===== src/rtl/cnn_buf_pkg.sv =====
// Shared defaults and FSM encoding for the CNN feature-map ping-pong buffers.
// No logic; types and constants only.
// Backpressure: n/a.
package cnn_buf_pkg;

    localparam int DATA_W      = 8;
    localparam int ADDR_W      = 16;
    localparam int FRAME_WORDS = 4096;

    typedef enum logic {
        FILL  = 1'b0,
        STALL = 1'b1
    } wr_state_t;

endpackage


===== src/rtl/buffer_write_ctrl_ptr.sv =====
// Frame write pointer: counts accepted words and wraps at the frame boundary.
// Latency: pointer advances at the edge a word is accepted; last_word is combinational.
// Backpressure: none, advances only when told to.
module buffer_write_ctrl_ptr #(
    parameter int ADDR_W      = cnn_buf_pkg::ADDR_W,
    parameter int FRAME_WORDS = cnn_buf_pkg::FRAME_WORDS
) (
    input  logic              clk,
    input  logic              rst,
    input  logic              adv,
    output logic [ADDR_W-1:0] wr_ptr,
    output logic              last_word
);

    assign last_word = (wr_ptr == ADDR_W'(FRAME_WORDS - 1));

    always_ff @(posedge clk or posedge rst) begin
        if (rst) begin
            wr_ptr <= '0;
        end else if (adv) begin
            wr_ptr <= last_word ? '0 : wr_ptr + ADDR_W'(1);
        end
    end

endmodule


===== src/rtl/buffer_write_ctrl.sv =====
// Ping-pong write controller filling two BRAM banks one frame at a time.
// Latency: write port registered one cycle after acceptance; bank_full/frame_done one cycle later.
// Backpressure: in_ready drops when the next bank still holds an unread frame.
module buffer_write_ctrl #(
    parameter int DATA_W      = cnn_buf_pkg::DATA_W,
    parameter int ADDR_W      = cnn_buf_pkg::ADDR_W,
    parameter int FRAME_WORDS = cnn_buf_pkg::FRAME_WORDS
) (
    input  logic              clk,
    input  logic              rst,
    input  logic [DATA_W-1:0] in_data,
    input  logic              in_valid,
    output logic              in_ready,
    input  logic [1:0]        bank_release,
    output logic [1:0]        ena,
    output logic              wea,
    output logic [ADDR_W-1:0] addra,
    output logic [DATA_W-1:0] dina,
    output logic [1:0]        bank_full,
    output logic              frame_done,
    output logic              active_bank
);

    import cnn_buf_pkg::*;

    wr_state_t         state, state_n;
    logic [ADDR_W-1:0] wr_ptr;
    logic              last_word;
    logic              xfer;
    logic              frame_end;
    logic              pend;
    logic              pend_bank;
    logic [1:0]        occ;

    assign xfer      = in_valid & in_ready;
    assign frame_end = xfer & last_word;

    buffer_write_ctrl_ptr #(
        .ADDR_W      (ADDR_W),
        .FRAME_WORDS (FRAME_WORDS)
    ) u_ptr (
        .clk       (clk),
        .rst       (rst),
        .adv       (xfer),
        .wr_ptr    (wr_ptr),
        .last_word (last_word)
    );

    // Bank occupancy after this edge; a frame finished last edge counts as full
    // already so FRAME_WORDS=1 cannot overwrite a bank before its flag lands.
    always_comb begin
        occ = bank_full & ~bank_release;
        if (pend) begin
            occ[pend_bank] = 1'b1;
        end
    end

    always_ff @(posedge clk or posedge rst) begin
        if (rst) begin
            state <= FILL;
        end else begin
            state <= state_n;
        end
    end

    always_comb begin
        state_n = state;
        case (state)
            FILL:    if (frame_end && occ[~active_bank]) state_n = STALL;
            STALL:   if (!occ[active_bank])              state_n = FILL;
            default: state_n = FILL;
        endcase
    end

    always_comb begin
        in_ready = (state == FILL) && !rst;
    end

    always_ff @(posedge clk or posedge rst) begin
        if (rst) begin
            ena         <= 2'b00;
            wea         <= 1'b0;
            addra       <= '0;
            dina        <= '0;
            bank_full   <= 2'b00;
            frame_done  <= 1'b0;
            active_bank <= 1'b0;
            pend        <= 1'b0;
            pend_bank   <= 1'b0;
        end else begin
            ena        <= xfer ? (active_bank ? 2'b10 : 2'b01) : 2'b00;
            wea        <= xfer;
            bank_full  <= occ;
            frame_done <= pend;
            pend       <= frame_end;
            if (xfer) begin
                addra <= wr_ptr;
                dina  <= in_data;
            end
            if (frame_end) begin
                pend_bank   <= active_bank;
                active_bank <= ~active_bank;
            end
        end
    end

endmodule


===== config.mk =====
export PLATFORM = sky130hd
export DESIGN_NAME = buffer_write_ctrl
export DESIGN_NICKNAME = d
export VERILOG_FILES = /design/src/rtl/cnn_buf_pkg.sv /design/src/rtl/buffer_write_ctrl_ptr.sv /design/src/rtl/buffer_write_ctrl.sv
export SDC_FILE = /design/constraint.sdc
export NUM_CORES = 1
export LEC_CHECK = 0
export ABC_AREA = 1
export CAP_MARGIN = 30
export CORE_MARGIN = 2
export CORE_UTILIZATION = 25
export DETAILED_ROUTE_END_ITERATION = 16
export DONT_BUFFER_PORTS = 1
export SLEW_MARGIN = 10
export SYNTH_ARGS = -nofsm -noshare
export SYNTH_HDL_FRONTEND = slang
export SYNTH_SLANG_ARGS = --single-unit

===== constraint.sdc =====
create_clock -name clk -period 2.2 [get_ports clk]
set_clock_uncertainty 0.2 [all_clocks]
set_input_delay 0.44 -clock clk [delete_from_list [all_inputs] [get_ports clk]]
set_output_delay 0.44 -clock clk [all_outputs]
set_load 0.05 [all_outputs]

==> flow_metrics.tcl <==
set metrics [dict create \
    outcome "finished clean" \
    mappedNetlistArea_um2 2170 \
    placeableCoreArea_um2 8300 \
    cts_buffers 5 \
    start_util 0.261 \
    grt_usage 0.0981 \
    grt_pass1_wl_um 7380 \
    final_common_cell "nand2_1" \
    max_stage_delay_ns 0.41 \
    fillers 844 \
    hold_viol 0 \
    tightest_slew_ns 0.591 \
    r2r_start "state$_DFF_PP0_" \
    clk_pin_slew_ns 0.10 \
    htreeDepth 2 \
    cts_root_buf "clkbuf_8" \
    antennaDiodeCount 0 \
    worstPathRequired_ns 2.25 \
    worstSetupPathType "reg2reg" \
    slew_headroom 0.606 \
    netlist_instances 241 \
    ys_warn_count 0 \
    fp-row-count 33 \
    pre_cts_slack_ns 0.409 \
    hold-path-cell-count 2 \
    grt_max_degree 32 \
    cts_setup_buffers 0 \
    design.die.area_um2 9420 \
    cp_cell_sequence "nor2_2, nand2_4, inv_1, buf_4, nand2_1, nand2_1" \
    worstSetupEndpointType "flip-flop" \
    tns_ns 0 \
    wl_um 4310 \
    critPathSlowestCell "dfrtp_1" \
    cts_buffer_depth 2 \
    holdCritStartpoint "in_data[1]" \
    drt-pass1-iter-count 4 \
    fin_crit_sh 0.799 \
    setup_slack_ns 0.442 \
    arrival_ns 1.81 \
    r2r_setup_slack_ns 0.44 \
    die_x_um 97.1 \
    vias 1486 \
    period_needed_ns 1.76 \
    layout_common_cells "nand2_1 (87), dfrtp_1 (50), inv_1 (22)" \
    drt_iter0_markers 66 \
    grt_overflow_total 0 \
    synth_top_cell_area_share 0.578 \
    hpwl_um 3190 \
    rsz0062_at_grt "false" \
    antenna_found_initial 0 \
    worstSetupStartpointType "flip-flop" \
    ctsResizeCount 0 \
    ys_types 26 \
    via_per_inst 4.21 \
    cellPowerDensity_nw_per_um2 967 \
    final_cell_count_no_fill 353 \
    path_buf_inv 2 \
    setup_viol 0 \
    area_growth_pct 12.1 \
    clock-sinks 50 \
    fp.dieH_um 97.1 \
    r2r_end "dina[7]$_DFFE_PP0N_" \
    timing.fmax_mhz 569 \
    routabilityCongestion 0.840 \
    io_buffers 0 \
    pin_count 45 \
    dp.cells 344 \
    layout.nets 261 \
    critPathTopFamily "buffers and inverters" \
    ant_nets 0 \
    synth_seq_cells 50 \
    synth_top_area_cell "dfrtp_1" \
    p_leak_nw 1.20 \
    cts_tree "built" \
    hold_end "dina[1]$_DFFE_PP0N_" \
    synth_fp_nets 255 \
    clk_latency_ns 0.31 \
    drv_cap 0 \
    reg2regPathDepth 6 \
    grt_pass1_vias 1479 \
    synth_area_leaders "dfrtp_1 (58%), nand2_1 (15%), inv_1 (4.0%)" \
    yosysSeqAreaShare 0.578 \
    min-delay-path-class "in2reg" \
    wl_per_cell_um 12.2 \
    path_max_fanout 31 \
    drive_gt1_frac 0.117 \
    crit_top_cell "nand2_1" \
    finalMaxSlewViolations 0 \
    syn_area_per_cell_um2 8.99 \
    irDropWorstVdd_v 0.000310 \
    drc 0 \
]
synthesized netlist by cell type:
master / instances
nand2_1: 87
dfrtp_1: 50
inv_1: 23
nor2_1: 16
o21ai_0: 13
nand3_1: 7
xor2_1: 7
nand4_1: 5
buf_2: 4
o21ai_1: 4
nand2_2: 3
nor2_2: 3
nor2_4: 3
inv_2: 2
o22ai_1: 2
xnor2_1: 2
a21oi_1: 1
buf_6: 1
clkbuf_1: 1
ha_1: 1
nand2_4: 1
nand3_2: 1
nor2_8: 1
nor3_1: 1
nor3_2: 1
o21bai_2: 1
area by class of cell:
type | instances | area, um^2 | area share
flip-flops and latches | 50 | 1250 | 0.515
clock buffers | 5 | 68.8 | 0.0284
inverters | 25 | 93.8 | 0.0387
clock inverters | 3 | 43.8 | 0.0180
multi-input cells | 160 | 786 | 0.324
well taps | 105 | 131 | 0.0541
repair buffers | 5 | 52.6 | 0.0216
worst reg2reg max path, delay by kind of cell, from the launching register on:
family	cells	cell delay (ns)
buffers and inverters	2	0.57
and+or+nand+nor	4	0.53
DFF	1	0.41
cells by family after synthesis:
group,Yosys count,synth area share
simple gates,129,0.268
flops,50,0.578
buf+inv,31,0.0595
compound gates,21,0.0526
xor+xnor,9,0.0364
fa+ha+maj,1,0.00578
sequential cells by signal, indices dropped and copies added, names as in the netlist:
register      cells
active_bank       1
addra            16
bank_full         2
dina              8
ena               2
frame_done        1
pend              1
pend_bank         1
state             1
u_ptr.wr_ptr     16
wea               1
metal layers:
layer  vias up  track usage  share of wire
li1        754            -              -
met1       694        0.123           0.46
met2        32        0.147           0.44
met3         6       0.0468          0.087
met4         0       0.0358          0.017
met5         -            0              0
worst max path at each step:
stage	endpoint	slack (ns)	cells past startpoint	startpoint
after detailed placement	dina[7]$_DFFE_PP0N_	0.41	6	rst
after floorplan	addra[12]$_DFFE_PP0N_	0.24	6	rst
after global placement	u_ptr.wr_ptr[5]$_DFFE_PP0N_	0.47	6	rst
after CTS	dina[7]$_DFFE_PP0N_	0.42	6	state$_DFF_PP0_
final	dina[7]$_DFFE_PP0N_	0.44	6	state$_DFF_PP0_
after global routing	dina[6]$_DFFE_PP0N_	0.28	6	state$_DFF_PP0_
metrics by stage:
stage                     utilization  hold WS [ns]  cell area [um^2]  total power, mW
after floorplan                     -         0.154              2170             1.63
after global placement          0.278         0.161              2300             1.71
after detailed placement        0.278         0.166              2300             1.72
after CTS                       0.292        0.0305              2430             2.38
after global routing            0.292        0.0297              2430             2.47
final                           0.292        0.0384              2430             2.35
repair_timing:
item / CTS / global route
hold buffers: 1 / 0
setup endpoints to repair: 0 / 0
hold endpoints to repair: 22 / 0
power by group:
part,total (mW),internal [mW],switching (mW)
registers,1.43,1.04,0.386
logic,0.265,0.0976,0.168
clock network,0.655,0.341,0.314
Note: power is estimated with default switching activity, not from simulation.
